## config.mk

```make
export PLATFORM = sky130hd
export DESIGN_NAME = hazard_fwd_unit_flat
export DESIGN_NICKNAME = d
export VERILOG_FILES = /design/src/rtl/hazard_fwd_if.sv /design/src/rtl/hazard_fwd_unit.sv /design/src/flat_wrapper.sv
export SDC_FILE = /design/constraint.sdc
export NUM_CORES = 1
export LEC_CHECK = 0
export ABC_AREA = 1
export BUFFER_PORTS_ARGS = -buffer_cell sky130_fd_sc_hd__buf_2
export CORE_UTILIZATION = 40
export CTS_CLUSTER_DIAMETER = 150
export DETAILED_ROUTE_END_ITERATION = 8
export HOLD_SLACK_MARGIN = 0.1
export PLACE_DENSITY = 0.72
export REMOVE_ABC_BUFFERS = 1
export SKIP_CTS_REPAIR_TIMING = 1
export SYNTH_ARGS = -nofsm -noshare
export SYNTH_HDL_FRONTEND = slang
export SYNTH_SLANG_ARGS = --single-unit
export TNS_END_PERCENT = 20
```

## constraint.sdc

```tcl
create_clock -name clk -period 2 [get_ports clk]
set_clock_uncertainty 0.15 [all_clocks]
set_input_delay 0.5 -clock clk [delete_from_list [all_inputs] [get_ports clk]]
set_output_delay 0.5 -clock clk [all_outputs]
set_load 0.02 [all_outputs]
```

## src/rtl/hazard_fwd_if.sv

```systemverilog
// hazard_fwd_if: ID-side bundle between the decode stage and the hazard/forwarding unit.
// master = decode stage, slave = hazard_fwd_unit.
interface hazard_fwd_if #(
   parameter int REG_AW = 3,
   parameter int CNT_W  = 16
);
   logic              id_valid;
   logic [REG_AW-1:0] id_rs1;
   logic              id_rs1_used;
   logic [REG_AW-1:0] id_rs2;
   logic              id_rs2_used;
   logic [REG_AW-1:0] id_rd;
   logic              id_reg_write;
   logic              id_is_load;
   logic              redirect;
   logic              stats_clr;
   logic              stall;
   logic              flush;
   logic [2:0]        fwd_sel1;
   logic [2:0]        fwd_sel2;
   logic              busy;
   logic [2:0]        inflight_cnt;
   logic [CNT_W-1:0]  stall_count;
   logic [CNT_W-1:0]  flush_count;

   modport master (
      output id_valid, id_rs1, id_rs1_used,
      output id_rs2, id_rs2_used, id_rd,
      output id_reg_write, id_is_load,
      output redirect, stats_clr,
      input  stall, flush, fwd_sel1, fwd_sel2,
      input  busy, inflight_cnt,
      input  stall_count, flush_count
   );

   modport slave (
      input  id_valid, id_rs1, id_rs1_used,
      input  id_rs2, id_rs2_used, id_rd,
      input  id_reg_write, id_is_load,
      input  redirect, stats_clr,
      output stall, flush, fwd_sel1, fwd_sel2,
      output busy, inflight_cnt,
      output stall_count, flush_count
   );
endinterface

```

## src/rtl/hazard_fwd_unit.sv

```systemverilog
// hazard_fwd_unit: scoreboard of in-flight writers, forwarding selects, load-use stall, flush.
// Define HAZARD_STATS_EN to add saturating stall/flush cycle counters.
module hazard_fwd_unit #(
   parameter int REG_AW   = 3,
   parameter int STAGES   = 3,
   parameter int LOAD_LAT = 1,
   parameter int CNT_W    = 16
) (
   input logic         clk,
   input logic         rst,
   hazard_fwd_if.slave bus
);
   typedef struct packed {
      logic              valid;
      logic [REG_AW-1:0] rd;
      logic              wr;
      logic              ld;
   } ent_t;

   ent_t       pipe [1:STAGES];
   logic [2:0] sel1;
   logic [2:0] sel2;
   logic       ld1;
   logic       ld2;
   logic [3:0] n;
   logic       stall_i;
   logic       flush_i;

   always_ff @(posedge clk or posedge rst) begin
      if (rst) begin
         for (int k = 1; k <= STAGES; k++)
            pipe[k] <= '0;
      end else begin
         for (int k = STAGES; k > 1; k--)
            pipe[k] <= pipe[k-1];
         pipe[1] <= '{
            valid: bus.id_valid & ~stall_i & ~bus.redirect,
            rd:    bus.id_rd,
            wr:    bus.id_reg_write,
            ld:    bus.id_is_load
         };
      end
   end

   // Walk oldest to youngest so the youngest producer wins.
   always_comb begin
      sel1 = '0;
      sel2 = '0;
      ld1  = 1'b0;
      ld2  = 1'b0;
      n    = '0;
      for (int k = STAGES; k >= 1; k--) begin
         if (bus.id_rs1_used && pipe[k].valid && pipe[k].wr &&
             pipe[k].rd == bus.id_rs1) begin
            sel1 = 3'(k);
            ld1  = pipe[k].ld && (k <= LOAD_LAT);
         end
         if (bus.id_rs2_used && pipe[k].valid && pipe[k].wr &&
             pipe[k].rd == bus.id_rs2) begin
            sel2 = 3'(k);
            ld2  = pipe[k].ld && (k <= LOAD_LAT);
         end
         n = n + 4'(pipe[k].valid);
      end
   end

   assign stall_i = ~rst & bus.id_valid & (ld1 | ld2) & ~bus.redirect;
   assign flush_i = ~rst & bus.redirect;

   assign bus.stall        = stall_i;
   assign bus.flush        = flush_i;
   assign bus.fwd_sel1     = rst ? 3'd0 : sel1;
   assign bus.fwd_sel2     = rst ? 3'd0 : sel2;
   assign bus.busy         = ~rst & (n != 4'd0);
   assign bus.inflight_cnt = rst ? 3'd0 :
                             (n > 4'd7) ? 3'd7 : n[2:0];

`ifdef HAZARD_STATS_EN
   logic [CNT_W-1:0] sc;
   logic [CNT_W-1:0] fc;

   always_ff @(posedge clk or posedge rst) begin
      if (rst) begin
         sc <= '0;
         fc <= '0;
      end else if (bus.stats_clr) begin
         sc <= '0;
         fc <= '0;
      end else begin
         if (stall_i && !(&sc))
            sc <= sc + CNT_W'(1);
         if (flush_i && !(&fc))
            fc <= fc + CNT_W'(1);
      end
   end

   assign bus.stall_count = sc;
   assign bus.flush_count = fc;
`else
   logic unused_clr;
   assign unused_clr      = bus.stats_clr;
   assign bus.stall_count = '0;
   assign bus.flush_count = '0;
`endif
endmodule

```

## src/flat_wrapper.sv

```systemverilog
// flat-port wrapper written by rule: the top's interface ports become plain ports
module hazard_fwd_unit_flat 
#(
   parameter int REG_AW   = 3,
   parameter int STAGES   = 3,
   parameter int LOAD_LAT = 1,
   parameter int CNT_W    = 16
)
  (clk, rst, bus_id_valid, bus_id_rs1, bus_id_rs1_used, bus_id_rs2, bus_id_rs2_used, bus_id_rd, bus_id_reg_write, bus_id_is_load, bus_redirect, bus_stats_clr, bus_stall, bus_flush, bus_fwd_sel1, bus_fwd_sel2, bus_busy, bus_inflight_cnt, bus_stall_count, bus_flush_count);
  hazard_fwd_if #(.REG_AW(REG_AW), .CNT_W(CNT_W)) bus_i ();
  input logic clk;
  input logic rst;
  input wire logic [$bits(bus_i.id_valid)-1:0] bus_id_valid;
  input wire logic [$bits(bus_i.id_rs1)-1:0] bus_id_rs1;
  input wire logic [$bits(bus_i.id_rs1_used)-1:0] bus_id_rs1_used;
  input wire logic [$bits(bus_i.id_rs2)-1:0] bus_id_rs2;
  input wire logic [$bits(bus_i.id_rs2_used)-1:0] bus_id_rs2_used;
  input wire logic [$bits(bus_i.id_rd)-1:0] bus_id_rd;
  input wire logic [$bits(bus_i.id_reg_write)-1:0] bus_id_reg_write;
  input wire logic [$bits(bus_i.id_is_load)-1:0] bus_id_is_load;
  input wire logic [$bits(bus_i.redirect)-1:0] bus_redirect;
  input wire logic [$bits(bus_i.stats_clr)-1:0] bus_stats_clr;
  output wire logic [$bits(bus_i.stall)-1:0] bus_stall;
  output wire logic [$bits(bus_i.flush)-1:0] bus_flush;
  output wire logic [$bits(bus_i.fwd_sel1)-1:0] bus_fwd_sel1;
  output wire logic [$bits(bus_i.fwd_sel2)-1:0] bus_fwd_sel2;
  output wire logic [$bits(bus_i.busy)-1:0] bus_busy;
  output wire logic [$bits(bus_i.inflight_cnt)-1:0] bus_inflight_cnt;
  output wire logic [$bits(bus_i.stall_count)-1:0] bus_stall_count;
  output wire logic [$bits(bus_i.flush_count)-1:0] bus_flush_count;
  assign bus_i.id_valid = bus_id_valid;
  assign bus_i.id_rs1 = bus_id_rs1;
  assign bus_i.id_rs1_used = bus_id_rs1_used;
  assign bus_i.id_rs2 = bus_id_rs2;
  assign bus_i.id_rs2_used = bus_id_rs2_used;
  assign bus_i.id_rd = bus_id_rd;
  assign bus_i.id_reg_write = bus_id_reg_write;
  assign bus_i.id_is_load = bus_id_is_load;
  assign bus_i.redirect = bus_redirect;
  assign bus_i.stats_clr = bus_stats_clr;
  assign bus_stall = bus_i.stall;
  assign bus_flush = bus_i.flush;
  assign bus_fwd_sel1 = bus_i.fwd_sel1;
  assign bus_fwd_sel2 = bus_i.fwd_sel2;
  assign bus_busy = bus_i.busy;
  assign bus_inflight_cnt = bus_i.inflight_cnt;
  assign bus_stall_count = bus_i.stall_count;
  assign bus_flush_count = bus_i.flush_count;
  hazard_fwd_unit #(.REG_AW(REG_AW), .STAGES(STAGES), .LOAD_LAT(LOAD_LAT), .CNT_W(CNT_W)) u_core (.clk(clk), .rst(rst), .bus(bus_i));
endmodule
```

==> results of run 1 <==
[cell type report]
class / count / area (µm²) / share of cell area [%]
sequential: 16 / 400 / 29.8
clock buffer: 4 / 36.3 / 2.70
inverter: 24 / 90.1 / 6.70
tap: 31 / 38.8 / 2.88
timing repair buffer: 30 / 181 / 13.5
multi-input combinational: 123 / 598 / 44.5
[cells in the mapped netlist]
cell	number
inv_2	2
nor2_1	14
dfrtp_1	16
nand2_2	1
buf_2	1
nand3_1	5
xnor2_1	4
xor2_1	1
a21oi_2	3
inv_1	22
a31oi_1	1
buf_4	34
conb_1	1
fa_1	1
a21oi_1	6
ha_1	3
nand2_1	50
[cell usage in the layout, fill, tap and decap left out]
cell and n:
nor2_1 10, clkbuf_4 3, a21oi_2 7, nand2_1 48, inv_1 22, buf_6 1
xnor2_1 4, nand2_2 3, inv_2 2, buf_2 19, clkbuf_8 1, conb_1 34
buf_4 10, nor2_2 4, ha_2 1, ha_1 2, a31oi_1 1, dfrtp_1 16
fa_2 1, xor2_1 1, nand3_1 5, a21oi_1 2
[through the flow]
stage                     hold slack (ns)  cell area, µm²  power (mW)  cells
after floorplan                     0.225            1050       0.484    163
after global placement              0.229            1250       0.532    224
after detailed placement            0.235            1250       0.535    224
after CTS                           0.149            1290       0.756    228
after global routing                0.132            1350       0.806    228
final                               0.159            1350       0.751    228
[routing by layer]
| metal | vias to the layer above | wire (µm) | GRT usage, % |
|---|---|---|---|
| li1 | 485 | - | - |
| met1 | 410 | 932 | 17.1 |
| met2 | 50 | 837 | 18.0 |
| met3 | 4 | 144 | 2.07 |
| met4 | 0 | 23 | 6.27 |
| met5 | - | 0 | 0 |
[worst paths after layout]
path / slack (ns) / end / start / cells after the start
max: -0.26 / bus_busy / u_core.pipe[11] / 6
min: 0.16 / u_core.pipe[14] / bus_id_rd[0] / 1
max reg2reg: 0.81 / u_core.pipe[17] / u_core.pipe[17] / 6
min reg2reg: 0.25 / u_core.pipe[1] / u_core.pipe[7] / 0
max in group asynchronous: 1.37 / u_core.pipe[4] / rst / 3
min in group asynchronous: 0.17 / u_core.pipe[3] / rst / 3
[power by group]
group / switching, mW / internal, mW / leakage, nW
clock network: 0.104 / 0.111 / 0.0210
logic: 0.130 / 0.0531 / 0.565
registers: 0.0131 / 0.340 / 0.190
[logic make-up after synthesis]
| group | synth area share, % |
|---|---|
| adders and majority gates | 4.84 |
| and+or+nand+nor | 22.8 |
| AOI/OAI and AO/OA | 5.26 |
| other | 0.315 |
| buffers and inverters | 29.4 |
| xor gates and xnor gates | 3.68 |
| DFF | 33.6 |
==> flow_summary.ini, run 1 <==
[global_route]
antenna_found_initial = 0
grt_usage_pct = 12.2
grt_pass1_vias = 763
grt_max_degree = 11
overflow = 0
grt_pass1_wl_um = 3060

[critical_path]
crit_family = adder cells
worstPathCellList = ha_1 -> ha_2 -> ha_1 -> inv_1 -> a31oi_1 -> buf_2
cp-end-kind = output port
cp.required_ns = 1.35
critPathSlowestCell = dfrtp_1
critPathMaxStageDelay_ns = 0.41
critPathBufInv = 2
path_common_cell = ha_1
crit_path_start_kind = flop
arrival_ns = 1.61
cp_max_fo = 3
criticalPathCategory = reg -> out

[clock_network]
clock_path_buffers = 2
clk_pin_slew_ns = 0.10
h-tree-depth = 1
clk_latency_ns = 0.29
root_buffer = clkbuf_4
clock-sinks = 16
cts_buffers = 3
cts_tree = done

[timing]
finalSetupTns_ns = -0.744
rsz0062_at_grt = yes
drv_slew = 0
fin_crit_ns = 2.26
fin_crit_sh_pct = 113
fin_ws_ns = -0.256
final-hold-violation-count = 0
fmax_mhz = 443
setup_viol = 7

[yosys]
yosys.area.top_type = dfrtp_1
netlist_area_um2 = 1190
synth_top_area_share_pct = 33.6
ys_ff_latch = 16
syn_inst = 165
avgSynthCellArea_um2 = 7.21
ys_warn_count = 0
yosysSeqAreaShare_pct = 33.6
synth.area.top_cells = dfrtp_1, buf_4, nand2_1
ys_types = 17

[power]
ir_worst_vdd_mv = 0.364
power_density_nw_per_um2 = 558
cellLeakagePower_nw = 0.776

[die]
die_width_um = 56.5
pin_count = 62
die_h_um = 56.5
core_um2 = 2780
initial_utilization_pct = 42.8
dieArea_um2 = 3200
rows = 19

[placed_design]
gp_congestion = 0.763
port_buffers = 26
hpwlAfterDp_um = 1610
dpl_worst_slack_ns = -0.0446

[routing]
ant_nets = 0
drc = 0
vias_per_cell = 4.16
drtPass1Iterations = 4
dr.first_iter.drc_count = 27
wl_per_cell_um = 8.50
vias = 949
routed_wl_um = 1940

[cells_and_area]
reg_top3 = u_core.pipe: 16 flops
nets = 220
drive_gt1_share_pct = 26.4
top_register = u_core.pipe
final_util_pct = 48.4
areaGrowthSynthToFinish_pct = 13.0
n_antenna_cell = 0
largest_reg_flops = 16
fill_cells = 282

[flow_run]
cap_violations = 0

[worst_hold_path]
hp-class = in -> reg

[run_status]
violations = setup timing
outcome = complete, but fails checks
No activity file was read; power rests on OpenSTA's default activity.
==> run 2, diff against run 1 <==
CORE_ASPECT_RATIO = 0.75   (was unset)
==> run 2 against run 1 <==
Net effect:
- the run still ends with setup timing left
- clock power up 35%
- worst hold slack better by 0.041 ns
- flip-flop and latch count is the same
- die area is essentially flat
- largest cell class unchanged
- highest routed layer unchanged
==> flow_summary.ini, run 2 (synthesized netlist as in run 1, its figures left out) <==
[timing]
rsz0062_at_grt = yes
setup_viol = 8
fin_crit_ns = 2.23
fmax_mhz = 449
final-hold-violation-count = 0
finalSetupTns_ns = -0.946
holdWs_ns = 0.200
fin_ws_ns = -0.227
drv_slew = 0
fin_crit_sh_pct = 111

[run_status]
violations = setup timing
outcome = complete, but fails checks

[clock_network]
clock_path_buffers = 2
h-tree-depth = 1
clock-sinks = 16
cts_tree = done
cts_buffers = 3
root_buffer = clkbuf_8
clk_latency_ns = 0.25
clk_pin_slew_ns = 0.07

[power]
clkPwrFrac_pct = 34.9
pwr-share-seq_pct = 42.6
p_comb_share_pct = 22.5
power_density_nw_per_um2 = 604
internal-power_uw = 572
p_sw_uw = 258
cellLeakagePower_nw = 0.796
ir_worst_vdd_mv = 0.416
switching_share_pct = 31.1

[cells_and_area]
multi_input_area_um2 = 574
nets = 223
fill_cells = 274
top_register = u_core.pipe
seq_area_um2 = 400
n_antenna_cell = 0
mostFrequentLayoutCell = nand2_1
final_util_pct = 50.4
final_cell_mix = nand2_1, conb_1, inv_1, buf_2, dfrtp_1
reg_top3 = u_core.pipe: 16 flops
areaGrowthSynthToFinish_pct = 15.4
layoutNonFillerInstCount = 236
largest_reg_flops = 16
drive_gt1_share_pct = 24.0

[die]
die_width_um = 65.0
rows = 16
core_um2 = 2720
initial_utilization_pct = 43.7
dieArea_um2 = 3200
pin_count = 62
die_h_um = 49.2

[critical_path]
crit_path_start_kind = flop
cp-end-kind = output port
cp.required_ns = 1.35
criticalPathCategory = reg -> out
arrival_ns = 1.58
cp_max_fo = 3

[global_route]
grt_use_met3_pct = 2.10
grt_use_met1_pct = 18.8
grt_pass1_wl_um = 3220
grt_busiest_layer = met2
grt_max_degree = 16
grt_usage_pct = 13.2
met2_usage_pct = 19.1
overflow = 0
grt_pass1_vias = 760
antenna_found_initial = 0

[placed_design]
hpwlAfterDp_um = 1710
port_buffers = 26
gp_congestion = 0.766
placed_cells = 230

[routing]
ant_nets = 0
drc = 0
wl_per_cell_um = 8.85
dr.first_iter.drc_count = 27
vias = 952
routed_wl_um = 2090
drtPass1Iterations = 4
vias_per_cell = 4.03

[flow_run]
cap_violations = 0

[worst_hold_path]
hp-class = in -> reg
run 2: power groups by stage:
stage | sequential, mW | clock, mW | combinational (mW)
global route | 0.355 | 0.304 | 0.209
global placement | 0.358 | 0 | 0.176
detailed placement | 0.359 | 0 | 0.178
finish | 0.353 | 0.290 | 0.187
CTS | 0.353 | 0.293 | 0.178
floorplan | 0.357 | 0 | 0.127
run 2: layout make-up:
type / instances / area share [%]
clock buffer: 4 / 4.01
tap: 36 / 3.28
inverter: 24 / 6.56
multi-input combinational: 123 / 41.8
timing repair buffer: 33 / 15.1
sequential: 16 / 29.2
run 2: final timing paths:
| path | from | end | slack [ns] | depth (start not counted) |
|---|---|---|---|---|
| worst min register to register | u_core.pipe[7] | u_core.pipe[1] | 0.26 | 0 |
| min in group asynchronous | rst | u_core.pipe[3] | 0.24 | 3 |
| worst max-delay path | u_core.pipe[11] | bus_busy | -0.23 | 6 |
| max in group asynchronous | rst | u_core.pipe[15] | 1.00 | 3 |
| worst min-delay path | bus_id_rd[0] | u_core.pipe[14] | 0.20 | 1 |
| worst max register to register | u_core.pipe[17] | u_core.pipe[17] | 0.80 | 6 |
run 2: worst max-delay path: stages, from the launching register on:
cell     delay, ns
dfrtp_1       0.40
ha_1          0.30
ha_1          0.18
ha_2          0.17
inv_2         0.05
a31oi_1       0.06
buf_4         0.16
run 2: per-stage QoR:
step,power (mW),area (µm²),worst slack [ns]
final,0.829,1370,-0.227
after global routing,0.868,1370,-0.323
after CTS,0.824,1320,-0.256
after detailed placement,0.537,1270,-0.0390
after global placement,0.534,1270,-0.0508
after floorplan,0.484,1050,0.0183
run 2: layer usage:
| metal | up-vias | share of wire, % | wire (µm) |
|---|---|---|---|
| met1 | 415 | 50 | 1040 |
| met3 | 4 | 5.4 | 112 |
| met4 | 0 | 1.2 | 25 |
| met5 | - | 0 | 0 |
| met2 | 38 | 44 | 910 |
| li1 | 495 | - | - |
